$ cat config.mk
export PLATFORM = sky130hd
export DESIGN_NAME = segment_load_sequencer
export DESIGN_NICKNAME = d
export VERILOG_FILES = /design/src/rtl/segment_pkg.sv /design/src/rtl/segment_descriptor_check.sv /design/src/rtl/segment_load_sequencer.sv
export SDC_FILE = /design/constraint.sdc
export NUM_CORES = 1
export LEC_CHECK = 0
export CAP_MARGIN = 20
export CORE_AREA = 2 2 156 158
export CTS_CLUSTER_DIAMETER = 200
export DETAILED_ROUTE_END_ITERATION = 16
export DIE_AREA = 0 0 158 160
export PLACE_DENSITY = 0.89
export SLEW_MARGIN = 20
export SYNTH_ARGS = -nofsm -noshare
export SYNTH_HDL_FRONTEND = slang
export SYNTH_SLANG_ARGS = --single-unit
$ cat constraint.sdc
create_clock -name clock -period 10.2 [get_ports clock]
set_input_delay 2.04 -clock clock [delete_from_list [all_inputs] [get_ports clock]]
set_output_delay 2.04 -clock clock [all_outputs]
set_load 0.01 [all_outputs]
$ cat src/rtl/segment_pkg.sv
// Shared types, fault vectors and descriptor field helpers for segment register loading.
package segment_pkg;

  typedef enum logic [2:0] {
    SREG_ES = 3'd0,
    SREG_CS = 3'd1,
    SREG_SS = 3'd2,
    SREG_DS = 3'd3,
    SREG_FS = 3'd4,
    SREG_GS = 3'd5
  } sreg_e;

  typedef enum logic [2:0] {
    ST_IDLE,
    ST_CHECK,
    ST_READ_LO,
    ST_READ_HI,
    ST_VALIDATE,
    ST_WRITE,
    ST_FAULT
  } seq_state_e;

  localparam logic [7:0] VEC_UD = 8'd6;
  localparam logic [7:0] VEC_NP = 8'd11;
  localparam logic [7:0] VEC_SS = 8'd12;
  localparam logic [7:0] VEC_GP = 8'd13;

  // Real-mode segments are always 64 KiB, present, read/write data.
  localparam logic [19:0] REAL_LIMIT = 20'h0FFFF;
  localparam logic [11:0] REAL_ATTR  = 12'h093;

  function automatic logic [31:0] desc_base(input logic [31:0] lo, input logic [31:0] hi);
    return {hi[31:24], hi[7:0], lo[31:16]};
  endfunction

  // Raw 20-bit limit; granularity scaling happens downstream.
  function automatic logic [19:0] desc_limit(input logic [31:0] lo, input logic [31:0] hi);
    return {hi[19:16], lo[15:0]};
  endfunction

  function automatic logic [11:0] desc_attr(input logic [31:0] hi);
    return {hi[23:20], hi[15:8]};
  endfunction

endpackage

$ cat src/rtl/segment_descriptor_check.sv
// Combinational type/presence validation of a segment descriptor's high dword
// for a given target segment register. Privilege checks live elsewhere.
module segment_descriptor_check
  import segment_pkg::*;
(
  input  logic [2:0]  sreg,
  input  logic [31:0] hi,
  output logic        ok,
  output logic [7:0]  vector
);

  logic unused_hi;
  assign unused_hi = ^{hi[31:16], hi[14:13], hi[10], hi[8:0]};

  // Checks are prioritised: descriptor class, then type vs. register, then presence.
  always_comb begin
    ok     = 1'b1;
    vector = 8'd0;
    if (!hi[12]) begin
      ok     = 1'b0;
      vector = VEC_GP;
    end else if (sreg == SREG_CS && !hi[11]) begin
      ok     = 1'b0;
      vector = VEC_GP;
    end else if (sreg == SREG_SS && (hi[11] || !hi[9])) begin
      ok     = 1'b0;
      vector = VEC_GP;
    end else if (sreg != SREG_CS && sreg != SREG_SS && hi[11] && !hi[9]) begin
      ok     = 1'b0;
      vector = VEC_GP;
    end else if (!hi[15]) begin
      ok     = 1'b0;
      vector = (sreg == SREG_SS) ? VEC_SS : VEC_NP;
    end
  end

endmodule

$ cat src/rtl/segment_load_sequencer.sv
// Sequences a load of a segment register: direct base formation in real mode,
// descriptor fetch and validation in protected mode, then a one-cycle write
// strobe to the segment register file or a one-cycle fault pulse.
module segment_load_sequencer
  import segment_pkg::*;
#(
  parameter int ADDR_W = 32
) (
  input  logic              clock,
  input  logic              reset,
  input  logic              load_valid,
  output logic              load_ready,
  input  logic [2:0]        load_sreg,
  input  logic [15:0]       load_selector,
  input  logic              protected_mode,
  input  logic [31:0]       gdtr_base,
  input  logic [15:0]       gdtr_limit,
  input  logic [31:0]       ldtr_base,
  input  logic [15:0]       ldtr_limit,
  output logic              mem_req,
  output logic [ADDR_W-1:0] mem_addr,
  input  logic              mem_ack,
  input  logic [31:0]       mem_rdata,
  output logic              sreg_we,
  output logic [2:0]        sreg_index,
  output logic [15:0]       sreg_selector,
  output logic [31:0]       sreg_base,
  output logic [19:0]       sreg_limit,
  output logic [11:0]       sreg_attr,
  output logic              done,
  output logic              fault,
  output logic [7:0]        fault_vector,
  output logic [15:0]       fault_code
);

  seq_state_e  state_q, state_d;

  logic [2:0]  sreg_q;
  logic [15:0] sel_q;
  logic        pm_q;
  logic [31:0] tbl_base_q;
  logic [15:0] tbl_limit_q;
  logic [31:0] lo_q, hi_q;
  logic [31:0] res_base_q;
  logic [19:0] res_limit_q;
  logic [11:0] res_attr_q;
  logic [7:0]  vec_q;
  logic [15:0] code_q;

  logic        accept;
  logic        bad_sreg;
  logic        null_sel;
  logic        stack_or_code;
  logic        over_limit;
  logic [31:0] desc_addr;
  logic [31:0] beat_addr;
  logic        chk_ok;
  logic [7:0]  chk_vec;

  assign accept        = load_valid && (state_q == ST_IDLE);
  assign bad_sreg      = sreg_q[2] && sreg_q[1];
  assign null_sel      = (sel_q[15:2] == 14'd0);
  assign stack_or_code = (sreg_q == SREG_CS) || (sreg_q == SREG_SS);
  assign over_limit    = {1'b0, sel_q[15:3], 3'b111} > {1'b0, tbl_limit_q};
  assign desc_addr     = tbl_base_q + {16'h0, sel_q[15:3], 3'b000};
  assign beat_addr     = (state_q == ST_READ_HI) ? desc_addr + 32'd4 : desc_addr;

  segment_descriptor_check u_check (
    .sreg   (sreg_q),
    .hi     (hi_q),
    .ok     (chk_ok),
    .vector (chk_vec)
  );

  // State register; reset abandons any in-flight descriptor fetch immediately.
  always_ff @(posedge clock or posedge reset) begin
    if (reset) state_q <= ST_IDLE;
    else       state_q <= state_d;
  end

  // Next-state decode.
  always_comb begin
    state_d = state_q;
    case (state_q)
      ST_IDLE: begin
        if (load_valid) state_d = ST_CHECK;
      end
      ST_CHECK: begin
        if (bad_sreg)                  state_d = ST_FAULT;
        else if (!pm_q)                state_d = ST_WRITE;
        else if (null_sel)             state_d = stack_or_code ? ST_FAULT : ST_WRITE;
        else if (over_limit)           state_d = ST_FAULT;
        else                           state_d = ST_READ_LO;
      end
      ST_READ_LO: begin
        if (mem_ack) state_d = ST_READ_HI;
      end
      ST_READ_HI: begin
        if (mem_ack) state_d = ST_VALIDATE;
      end
      ST_VALIDATE: begin
        state_d = chk_ok ? ST_WRITE : ST_FAULT;
      end
      ST_WRITE: state_d = ST_IDLE;
      ST_FAULT: state_d = ST_IDLE;
      default:  state_d = ST_IDLE;
    endcase
  end

  // Request capture, descriptor beats and result formation.
  always_ff @(posedge clock or posedge reset) begin
    if (reset) begin
      sreg_q      <= 3'd0;
      sel_q       <= 16'd0;
      pm_q        <= 1'b0;
      tbl_base_q  <= 32'd0;
      tbl_limit_q <= 16'd0;
      lo_q        <= 32'd0;
      hi_q        <= 32'd0;
      res_base_q  <= 32'd0;
      res_limit_q <= 20'd0;
      res_attr_q  <= 12'd0;
      vec_q       <= 8'd0;
      code_q      <= 16'd0;
    end else begin
      if (accept) begin
        sreg_q      <= load_sreg;
        sel_q       <= load_selector;
        pm_q        <= protected_mode;
        tbl_base_q  <= load_selector[2] ? ldtr_base  : gdtr_base;
        tbl_limit_q <= load_selector[2] ? ldtr_limit : gdtr_limit;
      end
      if (state_q == ST_CHECK) begin
        if (pm_q) begin
          // Null selector loaded into a data register: not-present empty segment.
          res_base_q  <= 32'd0;
          res_limit_q <= 20'd0;
          res_attr_q  <= 12'd0;
        end else begin
          res_base_q  <= {12'h0, sel_q, 4'h0};
          res_limit_q <= REAL_LIMIT;
          res_attr_q  <= REAL_ATTR;
        end
        vec_q  <= bad_sreg ? VEC_UD : VEC_GP;
        code_q <= (bad_sreg || null_sel) ? 16'd0 : {sel_q[15:2], 2'b00};
      end
      if (state_q == ST_READ_LO && mem_ack) lo_q <= mem_rdata;
      if (state_q == ST_READ_HI && mem_ack) hi_q <= mem_rdata;
      if (state_q == ST_VALIDATE) begin
        res_base_q  <= desc_base(lo_q, hi_q);
        res_limit_q <= desc_limit(lo_q, hi_q);
        res_attr_q  <= desc_attr(hi_q);
        vec_q       <= chk_vec;
        code_q      <= {sel_q[15:2], 2'b00};
      end
    end
  end

  assign load_ready    = (state_q == ST_IDLE);
  assign mem_req       = (state_q == ST_READ_LO) || (state_q == ST_READ_HI);
  assign mem_addr      = mem_req ? ADDR_W'(beat_addr) : '0;

  assign sreg_we       = (state_q == ST_WRITE);
  assign done          = sreg_we;
  assign sreg_index    = sreg_we ? sreg_q      : 3'd0;
  assign sreg_selector = sreg_we ? sel_q       : 16'd0;
  assign sreg_base     = sreg_we ? res_base_q  : 32'd0;
  assign sreg_limit    = sreg_we ? res_limit_q : 20'd0;
  assign sreg_attr     = sreg_we ? res_attr_q  : 12'd0;

  assign fault         = (state_q == ST_FAULT);
  assign fault_vector  = fault ? vec_q  : 8'd0;
  assign fault_code    = fault ? code_q : 16'd0;

endmodule

==> key figures <==
Pwr
  – Switch share: between 40% and 50%
  – Total Power: around 5.0 mW
  – Clock power share: between 10% and 20%
  – PwrDens: 322 nW/um2
  – VDD IR max: ~0.00017 V
  – Power share of the sequential group: roughly a third
  – Int Pwr: slightly below 3 mW
  – Logic pwr share: around half
  – LEAKAGE: between 6 and 7 nW
  – Switching pwr: ~2.1 mW

Finish
  – Area delta synth->final: 33.6%
  – Share of post-route cells with drive strength above 1: between 10 and 15%
  – Post-Layout Cell Count: 1,701
  – Seq. cell area: between 5000 and 6000 um2
  – Filler cells: about 1.8k
  – Nets: 1,540
  – Footprint of the multi-input gates: between 5000 and 6000 um2

Synthesis
  – Simple-Gate Fraction of Synth Area: approximately 16%
  – Area leader, netlist: dfrtp_1
  – Synth Area in Adders: 3.09%
  – Synth Area in Compound Gates: between 10% and 20%
  – Top-area cell type share of the netlist area: 46.9%
  – Synth warn: 0
  – Ys async rst share: 100%
  – Unique masters post-synth: 69
  – Mux cell area share after synthesis: 12.3%
  – Largest family of logic cells by synthesized area: simple AND/OR/NAND/NOR gates
  – Commonest cells in the netlist: dfrtp_1, and2_1, nor2_1
  – Post-Synthesis Cell Area: about 12,000 um2
  – Area contributors post-synth: dfrtp_1, mux2_2, and2_1
  – Post-Syn Instances: roughly 1.1k
  – Post-synth EDFFs: 0
  – Seq cells post-synth: 217
  – Most frequent cell after synthesis: dfrtp_1
  – Post-synthesis sequential area ratio: between 40% and 50%
  – Post-synthesis xor/xnor area fraction: between 3 and 4%
  – Main flop type after synthesis: dfrtp_1
  – Avg Inst Size Synth: roughly 10 um2

STA
  – Final setup fails: 0
  – Tmin final: 6640 ps
  – Hold Worst Slack: just under 500 ps
  – Hold Vio Cnt, Final: 0
  – Clock Skew: 19.8 ps
  – RSZ-0062 raised after global routing: false
  – Slew Limit Headroom: 27.7%
  – Fmax achieved: about 0.15 GHz
  – Setup TNS: 0 ps
  – Max-slew violations: 0
  – Slew @ Worst Pin: 1080 ps
  – Fin crit share: between 60% and 70%

Die
  – Starting Density: between 40% and 50%
  – Core Footprint: about 24,000 um2
  – Core Rows: 57
  – Chip height: between 150 and 200 um
  – DIE WIDTH: about 160 um
  – IO Pins: 296
  – DIE AREA: ~25,000 um2

Place
  – Final HPWL DP: 25.4 mm
  – Buffers added on ports: about 290
  – RePlAce Congestion: a little under 0.9
  – Post-placement cell count: roughly 1.7k

Worst setup path
  – Worst setup SP type: flip-flop
  – CP Class: flip-flop to output port
  – Arrival @ worst endpoint: roughly 4600 ps
  – CP required: about 8200 ps
  – Reg2reg setup slack: a little under 7000 ps
  – Crit end category: output port
  – Crit Path Max Fanout: 6

Drt
  – DR vias: 9,868
  – Remaining routing DRC violations: 0
  – First-pass detailed-route iteration total: 6
  – DRT iter0 DRCs: between 900 and 1k
  – Detail Route Antenna Nets: 0
  – Vias/cell: about 5.8
  – Drt wl/cell: approximately 21 um
  – Drt total wl: roughly 35 mm

Clocking
  – CTS tree: yes
  – Clock root cell: clkbuf_16
  – Gates resized, CTS repair: 0
  – Worst-path clk slew: around 60 ps
  – Post-CTS setup buffer count: 0
  – Total number of H-tree levels: 1
  – Cts hold-fix bufs: 0
  – Clock Latency Late Sink: between 500 and 600 ps
  – Clock Sinks: 217
  – Clock Path Buffers: 3
  – Total CTS buffers: 24

Global routing
  – GR Util met1: 35.8%
  – GRT Max-Usage Layer: met2
  – Antenna violations before repair: 3
  – Met3 Use GR: under 10%
  – M2 GR Usage: 44.7%
  – Pin count of the biggest net entering global routing: approximately 100
  – Global-route wire length before repair: between 50 and 60 mm
  – Vias in the first global route: about 9.9k
  – Tot GR Track Use: around 28%
  – GR Overflow Total: 0

Job
  – Max_cap viols: 0

Run status
  – Outcome: finished, final reports clean

Min path
  – HP Class: flip-flop to flip-flop
-- metal layers --
metal | routed length (um) | part of all wire (%)
met5 | 13 | 0.037
met4 | 1570 | 4.4
met3 | 2600 | 7.3
met2 | 17200 | 48
met1 | 14100 | 40
-- power groups by stage --
stage          registers [mW]  logic, mW  clock network [mW]
2_1_floorplan            1.46       1.79                   0
3_3_place_gp             1.61       2.36                   0
3_5_place_dp             1.64       2.44                   0
4_1_cts                  1.63       2.45               0.871
5_1_grt                  1.69       2.71               0.911
6_report                 1.65       2.47               0.862
-- state kept, by name, indices dropped and copies added (netlist names) --
signal	cells
code_q	14
pm_q	1
tbl_base_q	32
tbl_limit_q	16
res_attr_q	12
vec_q	4
lo_q	32
res_base_q	32
res_limit_q	20
sel_q	16
hi_q	32
sreg_q	3
state_q	3
-- final timing paths --
kind / to / cells past startpoint / start
setup reg to reg: lo_q[5] / 5 / state_q[1]
hold / removal: res_base_q[19] / 2 / res_base_q[19]
max in group asynchronous: res_base_q[4] / 3 / reset
min in group asynchronous: sreg_q[1] / 2 / reset
setup / recovery: mem_addr[31] / 13 / sel_q[3]
hold reg to reg: res_base_q[19] / 2 / res_base_q[19]
-- through the flow --
stage                     cell area [um2]  worst slack [ps]  utilization, %
after floorplan                     11600              2220               -
after global placement              14700              4280            61.6
after detailed placement            14700              4150            61.6
after CTS                           15500              3600            65.0
after global routing                15500              3210            65.0
final                               15500              3560            65.0
-- placed cells by master (no fill, tap or decap), types with 16 or more instances in the layout --
cell,instances
clkdlybuf4s50_1,288
dfrtp_1,217
and2_1,101
nor2_1,89
mux2_2,82
a21oi_1,76
mux2i_1,50
inv_1,43
nand2_1,43
a22o_1,42
xor2_1,27
ha_1,27
clkbuf_16,24
o21ai_0,22
a221o_1,20
nand4_1,18
xnor2_1,18
nor3_1,17
a222oi_1,16
-- area by class of cell --
class	instances	share of cell area, %
Multi-Input combinational cell	776	37.0
Sequential cell	217	35.1
Timing Repair Buffer	297	19.0
Clock buffer	33	4.36
Tap cell	324	2.62
Inverter	44	1.12
Clock inverter	8	0.776
Antenna cell	2	0.0323
-- critical path: stages (launching register included) --
cell,delay (ps)
dfrtp_1,450
ha_1,240
inv_1,70
fa_1,390
nor2b_1,220
o31a_2,210
o21ai_0,210
a211oi_1,370
xor2_1,380
nand4_1,240
nor4b_2,410
a31oi_1,130
nor3_1,180
clkdlybuf4s50_1,560
-- cells by family after synthesis --
family / Yosys count
AND/OR/NAND/NOR: 340
AO/OA/AOI/OAI: 224
flip-flops: 217
multiplexers: 132
buffers and inverters: 118
XOR/XNOR: 46
adder cells (fa/ha/maj): 28
other: 1
(Power assumes the default switching activity.)
